`src/rtl/ram_bist_pkg.sv`:
```
// Shared state type, error counter width, read latency helper and data
// pattern for the RAM BIST sequencer and its checker.
package ram_bist_pkg;

  typedef enum logic [2:0] {
    IDLE,
    WRITE,
    READ,
    DRAIN,
    DONE
  } bist_state_e;

  localparam int ERR_CNT_W = 16;

  function automatic int calc_lat(input string output_reg);
    return (output_reg == "TRUE") ? 2 : 1;
  endfunction

  // Callers size-cast the result, which zero-extends or truncates both the
  // address and the seed to the RAM word width.
  function automatic logic [63:0] expected(input logic [63:0] addr,
                                           input logic [63:0] seed,
                                           input logic        inv);
    logic [63:0] word;
    word = addr ^ seed;
    return inv ? ~word : word;
  endfunction

endpackage

```
`src/rtl/ram_bist_checker.sv`:
```
// Read-return checker: tracks each issued read for LAT cycles, compares the
// returning word with the pattern and keeps the error count and first address.
module ram_bist_checker
  import ram_bist_pkg::*;
#(
  parameter int          DATA_WIDTH   = 8,
  parameter int          ADDR_WIDTH   = 9,
  parameter int          LAT          = 2,
  parameter logic [63:0] PATTERN_SEED = 64'hA5
) (
  input  logic                  clk,
  input  logic                  rst_n,
  input  logic                  i_clear,
  input  logic                  i_issue,
  input  logic [ADDR_WIDTH-1:0] i_addr,
  input  logic                  i_inv,
  input  logic [DATA_WIDTH-1:0] i_rdata,
  output logic [ERR_CNT_W-1:0]  o_err_count,
  output logic [ADDR_WIDTH-1:0] o_first_err_addr
);

  logic                  r_vld  [LAT];
  logic [ADDR_WIDTH-1:0] r_addr [LAT];
  logic                  r_inv  [LAT];
  logic [ERR_CNT_W-1:0]  r_err_count;
  logic [ADDR_WIDTH-1:0] r_first_err_addr;
  logic                  w_mismatch;

  always_ff @(posedge clk or negedge rst_n) begin
    if (!rst_n) begin
      for (int i = 0; i < LAT; i++) begin
        r_vld[i]  <= 1'b0;
        r_addr[i] <= '0;
        r_inv[i]  <= 1'b0;
      end
    end else begin
      r_vld[0]  <= i_issue;
      r_addr[0] <= i_addr;
      r_inv[0]  <= i_inv;
      for (int i = 1; i < LAT; i++) begin
        r_vld[i]  <= r_vld[i-1];
        r_addr[i] <= r_addr[i-1];
        r_inv[i]  <= r_inv[i-1];
      end
    end
  end

  assign w_mismatch = r_vld[LAT-1] &&
    (i_rdata != DATA_WIDTH'(expected(64'(r_addr[LAT-1]), PATTERN_SEED, r_inv[LAT-1])));

  // A zero count means no mismatch has been seen yet, so it marks the first one.
  always_ff @(posedge clk or negedge rst_n) begin
    if (!rst_n) begin
      r_err_count      <= '0;
      r_first_err_addr <= '0;
    end else if (i_clear) begin
      r_err_count      <= '0;
      r_first_err_addr <= '0;
    end else if (w_mismatch) begin
      if (r_err_count != '1) begin
        r_err_count <= r_err_count + ERR_CNT_W'(1);
      end
      if (r_err_count == '0) begin
        r_first_err_addr <= r_addr[LAT-1];
      end
    end
  end

  assign o_err_count      = r_err_count;
  assign o_first_err_addr = r_first_err_addr;

endmodule

```
`src/rtl/ram_bist_sequencer.sv`:
```
// RAM BIST sequencer: writes the pattern to every address, reads it all back
// and reports the result. Define RAM_BIST_INVERT_PASS_EN for a second,
// inverted-pattern write/read pass.
module ram_bist_sequencer
  import ram_bist_pkg::*;
#(
  parameter int          DATA_WIDTH   = 8,
  parameter int          ADDR_WIDTH   = 9,
  parameter string       OUTPUT_REG   = "TRUE",
  parameter logic [63:0] PATTERN_SEED = 64'hA5
) (
  input  logic                  clk,
  input  logic                  rst_n,
  input  logic                  start,
  output logic                  busy,
  output logic                  done,
  output logic                  pass,
  output logic [15:0]           err_count,
  output logic [ADDR_WIDTH-1:0] first_err_addr,
  output logic [DATA_WIDTH-1:0] ram_wdata,
  output logic [ADDR_WIDTH-1:0] ram_waddr,
  output logic                  ram_we,
  output logic [ADDR_WIDTH-1:0] ram_raddr,
  output logic                  ram_re,
  input  logic [DATA_WIDTH-1:0] ram_rdata
);

  localparam int                    LAT        = calc_lat(OUTPUT_REG);
  localparam logic [ADDR_WIDTH-1:0] LAST_ADDR  = '1;
  localparam logic [ADDR_WIDTH-1:0] LAST_DRAIN = ADDR_WIDTH'(LAT - 1);

  bist_state_e           r_state, w_next_state;
  logic [ADDR_WIDTH-1:0] r_addr, w_next_addr;
  logic                  r_start;
  logic                  w_accept, w_busy, w_inv, w_we, w_re;
  logic [ERR_CNT_W-1:0]  w_err_count;

`ifdef RAM_BIST_INVERT_PASS_EN
  logic r_inv, w_next_inv;

  always_ff @(posedge clk or negedge rst_n) begin
    if (!rst_n) r_inv <= 1'b0;
    else        r_inv <= w_next_inv;
  end

  assign w_inv = r_inv;
`else
  assign w_inv = 1'b0;
`endif

  // Requests are registered with busy masking, so a start seen mid-test is dropped.
  always_ff @(posedge clk or negedge rst_n) begin
    if (!rst_n) begin
      r_start <= 1'b0;
      r_state <= IDLE;
      r_addr  <= '0;
    end else begin
      r_start <= start & ~w_busy;
      r_state <= w_next_state;
      r_addr  <= w_next_addr;
    end
  end

  // r_addr doubles as the DRAIN wait counter.
  always_comb begin
    w_next_state = r_state;
    w_next_addr  = r_addr;
    w_accept     = 1'b0;
`ifdef RAM_BIST_INVERT_PASS_EN
    w_next_inv   = r_inv;
`endif
    case (r_state)
      IDLE, DONE: begin
        if (r_start) begin
          w_accept     = 1'b1;
          w_next_state = WRITE;
          w_next_addr  = '0;
`ifdef RAM_BIST_INVERT_PASS_EN
          w_next_inv   = 1'b0;
`endif
        end
      end
      WRITE: begin
        w_next_addr = r_addr + ADDR_WIDTH'(1);
        if (r_addr == LAST_ADDR) begin
          w_next_state = READ;
          w_next_addr  = '0;
        end
      end
      READ: begin
        w_next_addr = r_addr + ADDR_WIDTH'(1);
        if (r_addr == LAST_ADDR) begin
          w_next_state = DRAIN;
          w_next_addr  = '0;
        end
      end
      DRAIN: begin
        w_next_addr = r_addr + ADDR_WIDTH'(1);
        if (r_addr == LAST_DRAIN) begin
          w_next_addr = '0;
`ifdef RAM_BIST_INVERT_PASS_EN
          if (!r_inv) begin
            w_next_state = WRITE;
            w_next_inv   = 1'b1;
          end else begin
            w_next_state = DONE;
          end
`else
          w_next_state = DONE;
`endif
        end
      end
      default: w_next_state = IDLE;
    endcase
  end

  assign w_we   = (r_state == WRITE);
  assign w_re   = (r_state == READ);
  assign w_busy = w_we | w_re | (r_state == DRAIN);

  assign busy      = w_busy;
  assign done      = (r_state == DONE);
  assign pass      = done & (w_err_count == '0);
  assign err_count = w_err_count;

  assign ram_we    = w_we;
  assign ram_waddr = w_we ? r_addr : '0;
  assign ram_wdata = w_we ? DATA_WIDTH'(expected(64'(r_addr), PATTERN_SEED, w_inv)) : '0;
  assign ram_re    = w_re;
  assign ram_raddr = w_re ? r_addr : '0;

  ram_bist_checker #(
    .DATA_WIDTH  (DATA_WIDTH),
    .ADDR_WIDTH  (ADDR_WIDTH),
    .LAT         (LAT),
    .PATTERN_SEED(PATTERN_SEED)
  ) u_checker (
    .clk             (clk),
    .rst_n           (rst_n),
    .i_clear         (w_accept),
    .i_issue         (w_re),
    .i_addr          (r_addr),
    .i_inv           (w_inv),
    .i_rdata         (ram_rdata),
    .o_err_count     (w_err_count),
    .o_first_err_addr(first_err_addr)
  );

endmodule

```
`config.mk`:
```
export PLATFORM = sky130hd
export DESIGN_NAME = ram_bist_sequencer
export DESIGN_NICKNAME = d
export VERILOG_FILES = /design/src/rtl/ram_bist_pkg.sv /design/src/rtl/ram_bist_checker.sv /design/src/rtl/ram_bist_sequencer.sv
export SDC_FILE = /design/constraint.sdc
export NUM_CORES = 1
export LEC_CHECK = 0
export BUFFER_PORTS_ARGS = -buffer_cell sky130_fd_sc_hd__buf_2
export CAP_MARGIN = 10
export CORE_ASPECT_RATIO = 0.5
export CORE_UTILIZATION = 55
export CTS_BUF_LIST = sky130_fd_sc_hd__clkbuf_2
export DETAILED_ROUTE_END_ITERATION = 16
export GPL_ROUTABILITY_DRIVEN = 1
export GPL_TIMING_DRIVEN = 0
export PLACE_DENSITY = 0.81
export SLEW_MARGIN = 5
export SYNTH_ARGS = -nofsm -noshare
export SYNTH_HDL_FRONTEND = slang
export SYNTH_SLANG_ARGS = --single-unit
```
`constraint.sdc`:
```
create_clock -name clk -period 3.5 [get_ports clk]
set_input_delay 0.875 -clock clk [delete_from_list [all_inputs] [get_ports clk]]
set_output_delay 0.875 -clock clk [all_outputs]
set_load 0.01 [all_outputs]
```
==> impl_summary.md, run 1 <==
STA
Setup slack on the critical path of the routed design comes to around 480 ps. The number of endpoints with negative hold slack in the final report is 0. Static timing analysis puts the maximum clock frequency at 0.331 GHz. Setup repair after global routing left no endpoint under its margin. The number of setup violations in the final report is 0.

The routed design could run at a clock period as short as 3020 ps. The final critical-path share of the clock period is 0.863. On the final layout, the worst clock skew is around 34 ps. Headroom to the max-slew limit came out at 0.415.

The number of slew-limit violations in the final report is 0. The total negative setup slack is 0 ps. The worst-margin pin slew is a little under 900 ps.

Synth
Of the post-synthesis cell area, the dominant cell type holds 0.509. In the synthesized netlist the dominant register cell turns out to be dfrtp_1. The unique cell type count in the Yosys netlist is 48.

The number of instances in the synthesized netlist is 291. The async set-or-reset flop fraction in the synthesized netlist is 1.00. The number of nets in the synthesized netlist is 307. Sorting the synthesized cells by area gives the leading types as dfrtp_1 (51%), o21ai_0 (3.9%), and3_1 (3.7%).

The number of warning messages in the yosys log is 0. dfrtp_1 takes more of the synthesized area than any other cell. Counting flops with a built-in enable in the synthesized netlist gives 0. For this run, the register share of the synthesized area comes to 0.509. The mapped cell area is 2850 µm².

In this run, synthesis produced a sequential element count of 58. The average cell area after synthesis is around 9.8 µm².

Power and ir drop
The total chip power is 1580 µW. Of the total power, combinational logic draws 0.226. The clock group share of total power is 0.296. The power density over the cells is 466 nW/µm². The part of the total power dissipated in sequential elements is 0.478. Summed over all cells, the static leakage comes to 0.00179 µW. The switching power share of the total is 0.330. Across the VDD grid, the largest voltage drop is 278 µV. Cell internal power was estimated by the tool at approximately 1100 µW. The analysis attributes to net switching a power of 523 µW.

Critical path
At the worst endpoint, the required time is 2620 ps. Counting cells, the worst reg-to-reg path comes to 10. STA classifies the critical path startpoint as a register.

The capture point of the worst reg-to-reg path is r_addr[2]. The kind of capture point of the worst setup path is an output port. The biggest fanout along the worst timing path is 10. Setup slack on the worst reg-to-reg path comes out at 1080 ps.

The critical path goes through clkbuf_1, nand2b_1, nor2_1, and2_1, buf_2. The classification of the worst setup path is register to output port. The number of buffers and inverters on the critical path is 2. For this design, the slowest cell found on the critical path is nor2_1. The startpoint identified for the worst register-to-register timing path is r_addr[0]. For this run, the slowest stage of the critical path takes 490 ps.

Data arrives at the worst endpoint at 2150 ps. The critical path launch point is r_state[1]. The kind of cell with the highest combined delay along the critical path is simple AND/OR/NAND/NOR gates.

GRT
The number of global-route vias before repair is 2355. Global routing finished with a remaining overflow of 0. The maximum number of pins on one net before global-route repair is 59. The first global-routing pass estimated 11.0 mm of wire. The overall routing resource usage is 0.268. The number of antenna violations at the first check in global routing is 0.

Outcome
The flow ran to the end, and the final reports show no timing, DRC or antenna violations.

Die
The region available for standard cell placement spans 4950 µm². Row generation in the floorplan step produced 18 rows. In this run the horizontal extent of the chip is 104 µm. The initial utilization of the core area, before any placement, comes to 0.576. The number of ports placed on the die boundary is between 60 and 70. The floorplan die area is 5500 µm². The vertical die dimension is 52.9 µm.

Hold path
The worst hold path belongs to the class register to register. The worst hold path terminates at u_checker.r_addr[5]. The worst hold path begins at u_checker.r_addr[14]. The number of cells on the worst hold path is 0.

Clocking
The H-tree was split into 3 levels. At the later pin of the worst-skew pair, clock insertion delay measures 480 ps. TritonCTS built the clock tree. Hold repair after CTS inserted 0 buffers. In this run the deepest clock path goes through 2 buffers. The clock sink count is 58. The clock root buffer is clkbuf_2. The total of cells resized after clock tree synthesis is 0.

Once the clock tree was built, the setup fixing pass inserted 0 buffers. Clock-pin slew was measured on the worst setup and hold paths at approximately 180 ps. In this run, CTS created clock tree buffers numbering 9.

Placement
The worst setup timing slack at the placement stage is 1000 ps. The sum of net half-perimeters after detailed placement is roughly 4.7 mm. The weighted congestion reported at the end of routability-driven placement is 0.923. In this run, placement finished with an instance count of 427. Input and output buffers added on the ports amount to 66.

Route
The via density per instance is 5.71. The post-route antenna net violation count is 0. For this block, the initial DRC count from the detailed router was between 150 and 200. After detailed routing, the total wire length is 6.62 mm. The total number of vias is 2529.

In the routed design, unresolved DRC markers number 0. In the final routed layout, each cell accounts on average for 14.9 µm. The first-pass iteration count of the detailed router is 4.

Flow run
The max-cap check violation count is 0.

Finish
At the end of the flow, the number of nets in the layout was 384. In the layout the commonest cells are buf_2 (66), dfrtp_1 (58), nand2_1 (24). The number of antenna diodes in the final layout is 0. The layout has 383 filler cells. The most frequent standard cell in the layout excluding fill and tap cells is buf_2. The final cell count without fillers is 443. The post-synthesis to final-layout area growth is 19.2%.

In the final layout, the share of cells above drive strength 1 is 0.252.
power groups by stage:
stage | Combinational [µW] | Clock [µW] | Sequential, µW
4_1_cts | 356 | 481 | 758
6_report | 358 | 468 | 758
5_1_grt | 405 | 516 | 766
2_1_floorplan | 236 | 0 | 758
3_3_place_gp | 342 | 0 | 768
3_5_place_dp | 353 | 0 | 771
layout make-up:
type                            count  area [µm²]  area share
Clock buffer                        9        45.0      0.0132
Tap cell                           70        87.6      0.0257
Multi-Input combinational cell    208        1270       0.375
Sequential cell                    58        1450       0.426
Timing Repair Buffer               66         333      0.0978
Clock inverter                      7        83.8      0.0246
Buffer                             16        93.8      0.0276
Inverter                            9        33.8     0.00993
how the worst max path moves through the flow:
stage / end / depth (start not counted)
2_1_floorplan: ram_wdata[1] / 5
3_3_place_gp: u_checker.o_err_count[1] / 7
3_5_place_dp: u_checker.o_err_count[15] / 7
4_1_cts: ram_raddr[6] / 5
5_1_grt: ram_raddr[4] / 5
6_report: ram_raddr[2] / 5
state kept, by name, summed over array words and instances (netlist names):
name,count
u_checker.o_first_err_addr,9
u_checker.r_vld,2
r_start,1
r_addr,9
u_checker.r_addr,18
u_checker.o_err_count,16
r_state,3
cells in the mapped netlist, types with 2 or more instances:
| cell | count |
|---|---|
| dfrtp_1 | 58 |
| nand2_1 | 24 |
| o21ai_0 | 22 |
| nand3_1 | 18 |
| and3_1 | 17 |
| nor2_1 | 16 |
| a21oi_1 | 14 |
| and2_1 | 10 |
| inv_1 | 9 |
| clkbuf_1 | 7 |
| nand4_1 | 7 |
| buf_4 | 6 |
| nor3b_1 | 6 |
| nor4_1 | 6 |
| o31ai_1 | 6 |
| a21o_1 | 5 |
| ha_1 | 5 |
| xnor2_1 | 5 |
| nand2b_1 | 4 |
| nor3_1 | 4 |
| or4_1 | 4 |
| xor2_1 | 4 |
| or3_1 | 3 |
| a31oi_1 | 2 |
| and4_1 | 2 |
| mux2i_1 | 2 |
| nor2b_1 | 2 |
| o21a_1 | 2 |
| o22ai_1 | 2 |
metal layers:
layer	track usage	part of all wire	up-vias
met5	0	0	-
met4	0.0952	0.015	0
met3	0.0887	0.065	15
met2	0.466	0.49	112
met1	0.322	0.43	1192
li1	-	-	1210
kinds of logic (layout without fill, tap and decap cells):
kind of cell | after synthesis | after routing | synth area share
AOI/OAI and AO/OA | 62 | 62 | 0.135
buffers and inverters | 25 | 107 | 0.0447
muxes | 3 | 3 | 0.0110
adders and majority gates | 5 | 5 | 0.0219
DFF | 58 | 58 | 0.509
and+or+nand+nor | 129 | 129 | 0.251
xor gates and xnor gates | 9 | 9 | 0.0276
per-stage QoR:
| stage | instance area [µm²] | hold WS [ps] | utilization |
|---|---|---|---|
| global placement | 3270 | 332 | 0.660 |
| CTS | 3400 | 371 | 0.686 |
| floorplan | 2850 | 331 | - |
| global route | 3400 | 375 | 0.687 |
| finish | 3400 | 360 | 0.687 |
| detailed placement | 3270 | 335 | 0.660 |
Power figures use the tool's default switching activity.
==> inputs of run 2 (changes only) <==
--- a/config.mk
+++ b/config.mk
@@ -8,6 +8,7 @@
 export BUFFER_PORTS_ARGS = -buffer_cell sky130_fd_sc_hd__buf_2
 export CAP_MARGIN = 10
 export CORE_ASPECT_RATIO = 0.5
+export CORE_MARGIN = 2
 export CORE_UTILIZATION = 55
 export CTS_BUF_LIST = sky130_fd_sc_hd__clkbuf_2
 export DETAILED_ROUTE_END_ITERATION = 16
==> run 2 against run 1 <==
Global-route usage is 2.3 points lower. Sequential share of layout area is 0.69 points higher. Combinational power hardly changed. Clock-buffer cell count is 2 higher. Non-clock buffer count stayed put. Core utilization is 1.1 points lower. Register-to-register slack worse by 20 ps. Total power is 9.0% lower. Final area is 1.6% lower. Routed wire length is 2.1% higher. Largest power group unchanged.
==> impl_summary.md, run 2 (synthesis gave the netlist of run 1 again) <==
Clocking
The post-CTS setup repair buffer count is 0 (unchanged). The number of buffers inserted by hold repair at cts was 0 (unchanged). The maximum root-to-sink buffer count is 2 (unchanged). Clock tree synthesis selected as its root buffer the cell clkbuf_2.

The clock sink count is 58 (unchanged). The total of cells resized after clock tree synthesis is 0 (unchanged). The TritonCTS clock tree is built. The later-pin clock latency in the skew report came to 470 ps (about the same). The H-tree depth came to 3 (unchanged).

The TritonCTS buffer count is 9 (unchanged). The register clock-pin slew on the reported worst setup and hold paths came to 160 ps (-20 ps).

Route
The average wire length per cell after detail routing is 15.3 µm (+2.3%). The DRC violation count after routing is 0 (unchanged). The via density per instance is 5.77 (+1.1%). The count of routing violations after the opening detailed-route iteration came to 146 (-5.2%).

The post-route antenna net violation count is 0 (unchanged). The first-pass iteration count of the detailed router is 5 (+1). The total number of vias came to 2551 (+0.87%).

The routed wire length came to 6.75 mm (+2.1%).

Flow run
The max-cap check violation count is 0 (unchanged).

Finish
The final design area excluding fillers is 3350 µm² (-1.6%). The flip-flop count of the largest register, all copies and words added is 18 (unchanged). The ratio of cells with drive above 1 in the final layout is 0.258 (+0.00605).

The number of antenna diodes is 0 (unchanged). The final layout net count came to 384 (unchanged). The post-synthesis to final-layout area growth is 17.4%. The register name with the most flops is u_checker.r_addr.

Leaving out fill and tap cells, the most frequent cell in the layout is buf_2. The top cell types in the final layout, fill and taps aside, are buf_2 (66), dfrtp_1 (58), nand2_1 (24).

STA
The shortest period the worst path allows was 3010 ps (-7.02 ps). The number of slew-limit violations in the final report was 0 (unchanged). Setup repair after global routing left no endpoint under its margin. The worst-margin pin slew is 839 ps (-32.4 ps).

The slack of the critical path came to 485 ps (+7.02 ps). The total negative setup slack is 0 ps (unchanged). The worst hold-check slack is 365 ps (+4.45 ps). The number of endpoints with negative hold slack in the final report is 0 (unchanged).

The setup clock skew after layout was 16.7 ps (-16.8 ps). The number of setup violations in the final report is 0 (unchanged). The final critical-path share of the clock period is 0.861 (-0.00201). The normalized max-slew margin came to 0.437 (+0.0218). The maximum achievable frequency came to 0.332 GHz (+0.23%).

Die
The floorplan die area is 5820 µm² (+5.8%). The width of the die is 106 µm (+1.9%). The core region area is 4950 µm² (unchanged). The vertical die dimension is 54.9 µm (+3.8%).

The number of ports placed on the die boundary is 67 (unchanged). The floorplan row count is 18 (unchanged). The starting density of the core is 0.576 (unchanged).

Power and ir drop
The worst ir drop on vdd is 308 µV (+11%). The total chip power came to 1440 µW (-9.0%). The power density over the cells is 430 nW/µm² (-7.6%). The static leakage power is 0.00177 µW (-0.73%).

Outcome
The run finished with clean final reports.

Placement
The sum of net half-perimeters after detailed placement is 4.80 mm (+2.6%). The post-placement cell area is 3270 µm² (unchanged). The worst setup timing slack at the placement stage is 957 ps (-45.4 ps).

The port buffer count is 66 (unchanged). The weighted congestion reported at the end of routability-driven placement is 0.947 (+2.6%).

Critical path
STA classifies the critical path endpoint as an output port. The worst path required time came to 2620 ps (about the same). The data arrival time of the worst path is 2140 ps (about the same). The cell depth of the worst flop-to-flop path came to 10 (unchanged). The launching element type of the critical path is a register. The register-to-register path setup slack is 1060 ps (-20 ps). The classification of the worst setup path is register to output port. The biggest fanout along the worst timing path is 10 (unchanged).

GRT
The wire length of the first global-routing pass came to 10.7 mm (-3.3%). The total overflow reported by the global router is 0 (unchanged). The overall routing resource usage came to 0.246 (-0.0227). The maximum number of pins on one net before global-route repair is 59 (unchanged).

The number of global-route vias before repair is 2269 (-3.7%). The number of antenna violations at the first check in global routing is 0 (unchanged).

Hold path
The class of the tightest hold or removal check is register to register. The number of cells on the worst hold path is 0 (unchanged).
==> run 2: worst paths after layout <==
check / startpoint / end
max: r_state[1] / ram_raddr[8]
min: u_checker.r_addr[16] / u_checker.r_addr[7]
max reg2reg: r_addr[0] / r_addr[2]
min reg2reg: u_checker.r_addr[16] / u_checker.r_addr[7]
max in group asynchronous: rst_n / u_checker.o_err_count[12]
min in group asynchronous: rst_n / r_addr[2]
==> run 2: cell type report <==
class                           instances  area (µm²)
Buffer                                 16        93.8
Clock buffer                           11        55.1
Clock inverter                          4        20.0
Fill cell                             406        1610
Inverter                                9        33.8
Multi-Input combinational cell        208        1270
Sequential cell                        58        1450
Tap cell                               70        87.6
Timing Repair Buffer                   66         333
==> run 2: per-stage QoR <==
stage	cells	utilization
final	442	0.676
after global routing	442	0.676
after CTS	442	0.676
after detailed placement	427	0.660
after global placement	427	0.660
after floorplan	291	-
==> run 2: worst max-delay path: stages, from the launching register on <==
cell and delay, ps:
dfrtp_1 350, clkbuf_1 300, nand2b_1 190, nor2_1 500, and2_1 210, buf_2 120
==> run 2: where the power goes <==
| group | internal (µW) | leakage [µW] | switching (µW) | total, µW |
|---|---|---|---|---|
| Clock | 91.1 | 0.0000613 | 234 | 325 |
| Combinational | 116 | 0.000912 | 241 | 357 |
| Sequential | 717 | 0.000800 | 42.5 | 759 |
| Total | 924 | 0.00177 | 517 | 1440 |
==> run 2: metal layers <==
layer	vias to the layer above	wire, µm	GRT usage
met1	1233	2960	0.297
met2	102	3290	0.427
met5	-	0	0
met4	0	51	0.0833
li1	1209	-	-
met3	7	447	0.0878
==> inputs of run 3 (changes only) <==
--- a/config.mk
+++ b/config.mk
@@ -5,6 +5,7 @@
 export SDC_FILE = /design/constraint.sdc
 export NUM_CORES = 1
 export LEC_CHECK = 0
+export ABC_AREA = 1
 export BUFFER_PORTS_ARGS = -buffer_cell sky130_fd_sc_hd__buf_2
 export CAP_MARGIN = 10
 export CORE_ASPECT_RATIO = 0.5
@@ -14,7 +15,7 @@
 export DETAILED_ROUTE_END_ITERATION = 16
 export GPL_ROUTABILITY_DRIVEN = 1
 export GPL_TIMING_DRIVEN = 0
-export PLACE_DENSITY = 0.81
+export PLACE_DENSITY = 0.8
 export SLEW_MARGIN = 5
 export SYNTH_ARGS = -nofsm -noshare
 export SYNTH_HDL_FRONTEND = slang
==> run 3 against run 2 <==
Setup slack better by 220 ps. Maximum frequency up 8.0%. Total power up 53%. Register-to-register slack better by 360 ps. Synthesized area up 9.3%. Sequential power up 17%. Sequential cell count unchanged. Final area up 8.8%. Combinational power rose to 2.6 times the previous value. First-iteration DRC count down 9.6%. Critical path type unchanged.
==> impl_summary.md, run 3 <==
Die
The vertical die dimension came to 57.3 µm (+4.2%). The number of ports placed on the die boundary is 67 (unchanged). The starting density of the core is 0.570 (-0.00553). The floorplan row count came to 19 (+1). The width of the die is 111 µm (+4.4%). The floorplan die area is 6330 µm² (+8.8%).

The core region area was 5470 µm² (+10%).

Synth
The number of warning messages in the yosys log was 0 (unchanged). The number of enable-type register cells in the synthesized netlist is 0 (unchanged). The sequential element share of the synthesized area is 0.465 (-0.0432).

The unique cell type count in the Yosys netlist is 30 (-38%). The largest area contributor in the synthesized netlist is dfrtp_1. The post-synthesis register bit count came to 58 (unchanged). The number of instances in the synthesized netlist was 411 (+41%). By count the netlist is led by nand2_1 (112), nor2_1 (75), dfrtp_1 (58). The mapped cell area is 3120 µm² (+9.3%). The portion of netlist area occupied by mux cells is 0 (-0.0110). The prevailing post-synth register cell is dfrtp_1.

The most used standard cell by instance count after synthesis is nand2_1. The parity-gate share of the synthesized area counting xor and xnor cells is 0.0309 (+0.00327). The area fraction in and, or, nand and nor cells after synthesis was 0.355 (+0.104). The top-area cell type share of the netlist area came to 0.465 (-0.0432). The number of nets in the synthesized netlist came to 427 (+39%).

The adder and majority gate portion of the synthesized area came to 0.0201 (-0.00186). The average cell area after synthesis is 7.59 µm² (-23%). Ranked by total cell area, the synthesized netlist is headed by dfrtp_1 (47%), nand2_1 (13%), nor2_1 (9.0%). The area fraction in compound gates after synthesis came to 0.0341 (-0.101).

By area, the combinational part of the netlist is dominated by simple AND/OR/NAND/NOR gates. The async set-or-reset flop fraction in the synthesized netlist came to 1.00 (unchanged).

Route
The total number of vias is 2740 (+7.4%). The first-pass iteration count of the detailed router came to 4 (-1). The via density per instance was 4.84 (-16%). The count of routing violations after the opening detailed-route iteration is 132 (-9.6%). The DRC violation count after routing is 0 (unchanged).

The post-route antenna net violation count was 0 (unchanged). The routed wire length is 6.49 mm (-3.9%). The average wire length per cell after detail routing is 11.5 µm (-25%).

Power and ir drop
The power density over the cells came to 604 nW/µm² (+40%). The worst ir drop on vdd is 435 µV (+42%). The static leakage power is 0.00205 µW (+16%).

GRT
The total overflow reported by the global router is 0 (unchanged). The overall routing resource usage came to 0.226 (-0.0198). The wire length of the first global-routing pass is 11.3 mm (+6.2%). The maximum number of pins on one net before global-route repair came to 59 (unchanged). The number of global-route vias before repair is 2516 (+11%).

The number of antenna violations at the first check in global routing came to 0 (unchanged).

STA
Setup repair after global routing left no endpoint under its margin. The total negative setup slack is 0 ps (unchanged). The number of endpoints with negative hold slack in the final report is 0 (unchanged). The number of setup violations in the final report is 0 (unchanged). The final critical-path share of the clock period is 0.797 (-0.0641).

The normalized max-slew margin is 0.530 (+0.0938). The slack of the critical path is 709 ps (+224 ps). The number of slew-limit violations in the final report is 0 (unchanged). The maximum achievable frequency is 0.358 GHz (+8.0%).

The shortest period the worst path allows is 2790 ps (-224 ps). The worst-margin pin slew is 704 ps (-134 ps). The setup clock skew after layout was 23.8 ps (+7.10 ps).

Clocking
The H-tree depth is 3 (unchanged). The TritonCTS buffer count is 9 (unchanged). The number of buffers inserted by hold repair at cts is 0 (unchanged). The total of cells resized after clock tree synthesis is 0 (unchanged).

CTS placed an instance of clkbuf_2 at the clock tree root. The maximum root-to-sink buffer count was 2 (unchanged). The later-pin clock latency in the skew report is 510 ps (+40 ps). The register clock-pin slew on the reported worst setup and hold paths was 180 ps (+20 ps). The clock sink count is 58 (unchanged). The TritonCTS clock tree is built. The post-CTS setup repair buffer count was 0 (unchanged).

Placement
The weighted congestion reported at the end of routability-driven placement is 0.882 (-6.8%). The sum of net half-perimeters after detailed placement was 4.79 mm (-0.29%). The worst setup timing slack at the placement stage is 1240 ps (+282 ps). The port buffer count is 66 (unchanged).

Finish
The flip-flop count of the largest register, all copies and words added was 18 (unchanged). The register name with the most flops is u_checker.r_addr. The library cell used most frequently in the layout, excluding fill and tap cells, is nand2_1. The number of antenna diodes came to 0 (unchanged). The final layout net count is 504 (+31%).

Compared with the post-synthesis result, the final layout area differs by 16.8%. The ratio of cells with drive above 1 in the final layout is 0.235 (-0.0228). In the layout the commonest cells are nand2_1 (112), nor2_1 (75), buf_2 (69).

Hold path
The tightest min-delay check is of the primary input to async pin type.

Critical path
The biggest fanout along the worst timing path was 10 (unchanged). The data arrival time of the worst path is 1920 ps (-220 ps). The register-to-register path setup slack is 1420 ps (+360 ps). The launching element type of the critical path is a register. The worst path required time is 2620 ps (about the same). The endpoint identified for the worst register-to-register timing path is r_addr[4]. STA classifies the critical path endpoint as an output port. The cell depth of the worst flop-to-flop path is 11 (+1). The beginning of the worst register-to-register path is r_addr[0]. The classification of the worst setup path is register to output port.

Flow run
The max-cap check violation count is 0 (unchanged).

Outcome
The run finished with clean final reports.
==> run 3: changes by cell type after synthesis, moves of 5 or more <==
| cell | delta |
|---|---|
| a21oi_1 | -7 |
| nand2_1 | +88 |
| and3_1 | -17 |
| nor3b_1 | -6 |
| o21ai_0 | -13 |
| nor4_1 | -5 |
| nor2_1 | +59 |
| nand3_1 | +16 |
| and2_1 | -10 |
| o31ai_1 | -6 |
| a21o_1 | -5 |
| inv_2 | +5 |
| inv_1 | +37 |
==> run 3: through the flow <==
step | utilization | cells | hold slack, ps | instance area (µm²) | total power [µW]
floorplan | - | 411 | 331 | 3120 | 1550
global placement | 0.648 | 550 | 332 | 3540 | 1830
detailed placement | 0.648 | 550 | 336 | 3540 | 1850
CTS | 0.666 | 566 | 381 | 3640 | 2220
global route | 0.666 | 566 | 382 | 3640 | 2400
finish | 0.666 | 566 | 379 | 3640 | 2200
==> run 3: power by group <==
group | switching (µW) | internal (µW)
combinational | 628 | 310
clock | 276 | 97.4
sequential | 105 | 784
total | 1010 | 1190
==> run 3: critical path, stage by stage, from the launching register on <==
cell and delay [ps]:
dfrtp_1 410, inv_2 80, nand3_1 220, clkbuf_1 340, nor2_1 100, buf_4 140
buf_2 130
==> run 3: layer usage <==
layer | track usage | share of wire | up-vias
met5 | 0 | 0 | -
met4 | 0.0589 | 0.010 | 0
met3 | 0.0744 | 0.058 | 7
met2 | 0.385 | 0.47 | 69
met1 | 0.285 | 0.46 | 1240
li1 | - | - | 1424
==> run 3: logic make-up after synthesis <==
kind of cell | count (synthesis)
AOI/OAI and AO/OA | 20
DFF | 58
buffers and inverters | 66
and+or+nand+nor | 251
xor gates and xnor gates | 11
adders and majority gates | 5
==> run 3: cell type report <==
cell class                 count  area, µm²
timing repair buffer          66        333
sequential                    58       1450
multi-input combinational    287       1370
inverter                      51        191
tap                           73       91.3
clock inverter                 7       55.1
buffer                        15        105
clock buffer                   9       45.0
fill                         494       1820
==> run 3: worst max-delay path by stage <==
stage                   end  cells past startpoint  slack, ps                     start
2_1_floorplan          pass                      6       1380  u_checker.o_err_count[0]
3_3_place_gp   ram_wdata[1]                      6       1250                r_state[2]
3_5_place_dp   ram_wdata[3]                      6       1240                r_state[2]
4_1_cts        ram_wdata[3]                      6        650                r_state[2]
5_1_grt        ram_wdata[4]                      6        440                r_state[2]
6_report       ram_wdata[3]                      6        710                r_state[2]
